$ cat src/rtl/bcd_pkg.sv
// Shared BCD conversion constants and the state encoding used by the BCD/binary converters.
package bcd_pkg;

    typedef enum logic [2:0] {
        ST_START      = 3'd0,
        ST_SHIFT      = 3'd1,
        ST_ADJUST     = 3'd2,
        ST_ITERATE    = 3'd3,
        ST_LAST_SHIFT = 3'd4,
        ST_DONE       = 3'd5
    } bcd_state_t;

    localparam logic [2:0] ITER_LIMIT        = 3'd6;  // shift/adjust passes before the final shift
    localparam logic [3:0] DIGIT_THRESH      = 4'd8;  // digit value that needs correcting
    localparam logic [3:0] CORR_CONST        = 4'd3;  // correction applied to such a digit
    localparam int         DEFAULT_DONE_HOLD = 24;

    // A BCD digit holding 10..15 is not a decimal digit.
    function automatic logic digit_invalid(input logic [3:0] d);
        return d > 4'd9;
    endfunction

endpackage

$ cat src/rtl/bcd_digit_sub3.sv
// One BCD digit correction step for reverse double-dabble: digits >= 8 lose 3.
module bcd_digit_sub3
    import bcd_pkg::*;
(
    input  logic [3:0] digit,
    output logic [3:0] digit_adj
);

    // Combinational correction; digits below threshold pass through.
    always_comb begin
        digit_adj = digit;
        if (digit >= DIGIT_THRESH)
            digit_adj = digit - CORR_CONST;
    end

endmodule

$ cat src/rtl/bcd_to_bin.sv
// Two-digit BCD to 7-bit binary converter (reverse double-dabble, one step per cycle).
// Optional macro BCD2BIN_ERR_EN: reject non-decimal digits straight to DONE with out_ERR=1.
module bcd_to_bin
    import bcd_pkg::*;
#(
    parameter int DONE_HOLD = DEFAULT_DONE_HOLD
)(
    input  logic       clk,
    input  logic       rst,
    input  logic       in_init,
    input  logic [3:0] in_DEC,
    input  logic [3:0] in_UND,
    output logic [6:0] out_BIN,
    output logic       out_BUSY,
    output logic       out_DONE,
    output logic       out_ERR
);

    localparam int TW = (DONE_HOLD > 0) ? $clog2(DONE_HOLD + 1) : 1;

    // Working register {tens, units, binary}: digits drain into the binary field.
    bcd_state_t     state, state_n;
    logic [2:0]     cnt, cnt_n;
    logic [TW-1:0]  timer, timer_n;
    logic [14:0]    sr, sr_n;
    logic [1:0][3:0] dig, dig_adj;

    assign dig = sr[14:7];

    genvar g;
    generate
        for (g = 0; g < 2; g++) begin : g_dig
            bcd_digit_sub3 u_sub3 (
                .digit     (dig[g]),
                .digit_adj (dig_adj[g])
            );
        end
    endgenerate

`ifdef BCD2BIN_ERR_EN
    logic err, err_n;
    assign out_ERR = err;
`else
    assign out_ERR = 1'b0;
`endif

    // State and datapath registers; reset wins from any state.
    always_ff @(posedge clk) begin
        if (rst) begin
            state <= ST_START;
            cnt   <= '0;
            timer <= TW'(DONE_HOLD);
            sr    <= '0;
`ifdef BCD2BIN_ERR_EN
            err   <= 1'b0;
`endif
        end else begin
            state <= state_n;
            cnt   <= cnt_n;
            timer <= timer_n;
            sr    <= sr_n;
`ifdef BCD2BIN_ERR_EN
            err   <= err_n;
`endif
        end
    end

    // Next-state and datapath control; unused encodings fall into the START branch.
    always_comb begin
        state_n = state;
        cnt_n   = cnt;
        timer_n = timer;
        sr_n    = sr;
`ifdef BCD2BIN_ERR_EN
        err_n   = err;
`endif
        case (state)
            ST_SHIFT: begin
                sr_n    = {1'b0, sr[14:1]};
                state_n = ST_ADJUST;
            end
            ST_ADJUST: begin
                sr_n    = {dig_adj, sr[6:0]};
                state_n = ST_ITERATE;
            end
            ST_ITERATE: begin
                cnt_n   = cnt + 3'd1;
                state_n = (cnt_n == ITER_LIMIT) ? ST_LAST_SHIFT : ST_SHIFT;
            end
            ST_LAST_SHIFT: begin
                sr_n    = {1'b0, sr[14:1]};
                state_n = ST_DONE;
            end
            ST_DONE: begin
                if (timer == '0) begin
                    // Clear on exit so START shows a zero result.
                    sr_n    = '0;
                    state_n = ST_START;
`ifdef BCD2BIN_ERR_EN
                    err_n   = 1'b0;
`endif
                end else begin
                    timer_n = timer - 1'b1;
                end
            end
            default: begin
                state_n = ST_START;
                cnt_n   = '0;
                timer_n = TW'(DONE_HOLD);
                sr_n    = '0;
`ifdef BCD2BIN_ERR_EN
                err_n   = 1'b0;
                if (in_init && (digit_invalid(in_DEC) || digit_invalid(in_UND))) begin
                    err_n   = 1'b1;
                    state_n = ST_DONE;
                end else
`endif
                if (in_init) begin
                    sr_n    = {in_DEC, in_UND, 7'b0};
                    state_n = ST_SHIFT;
                end
            end
        endcase
    end

    assign out_BIN  = sr[6:0];
    assign out_DONE = (state == ST_DONE);
    assign out_BUSY = (state == ST_SHIFT) || (state == ST_ADJUST) ||
                      (state == ST_ITERATE) || (state == ST_LAST_SHIFT);

endmodule

$ cat config.mk
export PLATFORM = sky130hd
export DESIGN_NAME = bcd_to_bin
export DESIGN_NICKNAME = d
export VERILOG_FILES = /design/src/rtl/bcd_pkg.sv /design/src/rtl/bcd_digit_sub3.sv /design/src/rtl/bcd_to_bin.sv
export SDC_FILE = /design/constraint.sdc
export NUM_CORES = 1
export LEC_CHECK = 0
export ABC_AREA = 1
export CAP_MARGIN = 30
export CORE_MARGIN = 2
export CORE_UTILIZATION = 35
export DETAILED_ROUTE_END_ITERATION = 10
export PLACE_DENSITY_LB_ADDON = 0.3
export SLEW_MARGIN = 15
export SYNTH_ARGS = -nofsm -noshare
export SYNTH_HDL_FRONTEND = slang
export SYNTH_SLANG_ARGS = --single-unit
$ cat constraint.sdc
create_clock -name clk -period 1.7 [get_ports clk]
set_input_delay 0.425 -clock clk [delete_from_list [all_inputs] [get_ports clk]]
set_output_delay 0.425 -clock clk [all_outputs]
set_load 0.03 [all_outputs]
==> metrics.txt, run 1 <==
status finished, final reports clean; vias between 1k and 1.5k; met3 wire length 104 um; initial antenna violation count 0; Synth-to-Final Area Change 19.5%; layout cell share with drive strength beyond 1 0.101; cell internal pwr roughly 1.1 mW; syn nets ~260; post-route setup slack 61.8 ps; f_max between 600 and 700 MHz; path type of the worst setup path flop to primary output; Synth Warn # 0; Clock transition at path regs approximately 90 ps; setup bufs post-CTS 0; Crit Path Max Fanout 8; chip width around 71 um; worst skew pair latency ~270 ps; Sequential Power Share 0.432; Placed Instances between 300 and 400; Placement Cell Area 1820 um2; Worst Hold End sr[0]; clk_skew around 3.0 ps; Hold Fails Final Rpt 0; Setup crit end kind primary output; met2 routed WL roughly 1400 um; Cells after Synth around 250; Peak VDD IR 0.629 mV; final wirelength 3190 um; first drt pass iteration count 4; P_sw 512 uW; Metal-1 WL about 1600 um; die height between 70 and 80 um; largest cells by area after synthesis dfxtp_1, nand2_1, nand3_1, inv_1, ha_1; root buf cell clkbuf_8; # Max-Cap Violations 0; hold crit path type flop to flop; CTS tree built; dpl ws roughly 130 ps; Tcrit/Tclk final 0.964; most frequent cells in the layout nand2_1, nand3_1, inv_1; CTS Hold Bufs 0; drt wl/cell 9.99 um; Initial Utilization 0.362; hold-critical path depth 2; CP Launch Type flop; All-Layer GR Usage 0.138; RSZ-0062 raised after global routing yes; critical path required time approximately 1300 ps; Num CTS Buffers 3; RR Endpoint sr[8]; die area 5060 um2; Layout Cells excl Fill roughly 320; n_diodes 0; syn_area_per_cell 6.41 um2; Clock Path Buffers 2; commonest non-fill, non-tap cell in the layout nand2_1; R2R Setup Slk 280 ps; Via density around 4.6; # H-tree levels 1; Tmin final ~1600 ps; gpl congestion 0.858; Static Leakage 0.908 nW; PostCTS Resize Cnt 9; vias in the first global route 1308; worst hold slack 475 ps; RR Startpoint timer[0]; grt ovf 0; DP HPWL roughly 2400 um; Cell Rows 24; I/O pin total 21; fin. max-slew vios 0; CORE AREA around 4400 um2; #FFs+latches synth 26; cell taking the most area after synthesis dfxtp_1; CTS Sinks 26; Sw Share 0.313; Final ANT Viol Nets 0; Comb power frac 0.249; global-route wire length before repair 5750 um; register area share after synthesis 0.330; hold path start sr[0]; Port Buffers 19; Synth top area share 0.330; Final TNS setup 0 ps; largest net degree at the start of global routing 16; initial detailed-routing violation count 50; clock share of power 0.318; Worst Path Arrival 1210 ps; DRC viols 0; Post-Syn Area approximately 1600 um2; highest metal used met4; power per cell area between 800 and 900 nW/um2; Reg2Reg Depth 7; post-synthesis cell type count 26; # nets final between 200 and 300; post-layout instance area roughly 1900 um2; setup violators final 0; fillers 454
area by class of cell:
type / instances / area (um2) / area share
Tap cell: 52 / 65.1 / 0.0345
Inverter: 31 / 119 / 0.0631
Multi-Input combinational cell: 183 / 898 / 0.477
Sequential cell: 26 / 524 / 0.278
Timing Repair Buffer: 23 / 206 / 0.110
Clock buffer: 3 / 41.3 / 0.0219
Clock inverter: 1 / 30.0 / 0.0159
sequential cells by signal, indices dropped and copies added, names as in the netlist:
register  flops
cnt           3
sr           15
state         3
timer         5
kinds of logic (layout without fill, tap and decap cells):
logic type | count (synthesis) | after routing | synth area share
compound gates | 21 | 21 | 0.0722
xor+xnor | 2 | 2 | 0.0111
fa+ha+maj | 7 | 7 | 0.0556
buf+inv | 37 | 58 | 0.100
flops | 26 | 26 | 0.330
other cells | 1 | 1 | 0.00238
simple gates | 152 | 152 | 0.429
synth_stat cells (all sizes together):
| cell type | number |
|---|---|
| nand2 | 86 |
| nand3 | 37 |
| inv | 31 |
| dfxtp | 26 |
| nor2 | 26 |
| a21oi | 13 |
| ha | 7 |
| buf | 4 |
| o21ai | 4 |
| o211ai | 3 |
| clkbuf | 2 |
| or2 | 2 |
| xnor2 | 2 |
| a31oi | 1 |
| conb | 1 |
| nand3b | 1 |
worst max-delay path by stage:
stage | startpoint | endpoint | slack, ps | cells after the start
floorplan | state[1] | sr[8] | 350 | 9
global placement | in_init | sr[9] | 150 | 7
detailed placement | in_init | sr[7] | 130 | 7
CTS | state[0] | out_BUSY | 10 | 3
global route | state[1] | out_DONE | -10 | 4
finish | state[1] | out_DONE | 60 | 4
worst max-delay path, stage by stage (launching register included):
cell and delay (ps):
dfxtp_2 390, inv_2 100, nand2_2 100, nor2_4 160, buf_4 190
per-stage QoR:
stage / utilization / total power, mW
finish: 0.433 / 1.64
global route: 0.433 / 1.75
CTS: 0.432 / 1.66
detailed placement: 0.417 / 1.13
global placement: 0.417 / 1.13
floorplan: - / 1.03
metal layers:
layer | vias to the layer above | global-route usage
met5 | - | 0
met4 | 0 | 0.0126
met3 | 2 | 0.0342
met2 | 18 | 0.223
met1 | 630 | 0.194
li1 | 812 | -
power by group through the flow:
stage          Clock (mW)  Combinational [mW]  Sequential, mW
2_1_floorplan           0               0.328           0.703
3_5_place_dp            0               0.411           0.720
6_report            0.521               0.407           0.707
3_3_place_gp            0               0.412           0.720
5_1_grt             0.558               0.473           0.717
4_1_cts             0.539               0.412           0.707
No activity file was read; power rests on OpenSTA's default activity.
==> inputs of run 2 (changes only) <==
ABC_CLOCK_PERIOD_IN_PS = 1700   (was unset)
SLEW_MARGIN = 10   (was 15)
==> results of run 2 <==
No change in the layout: final DEF, timing and power equal those of run 1.
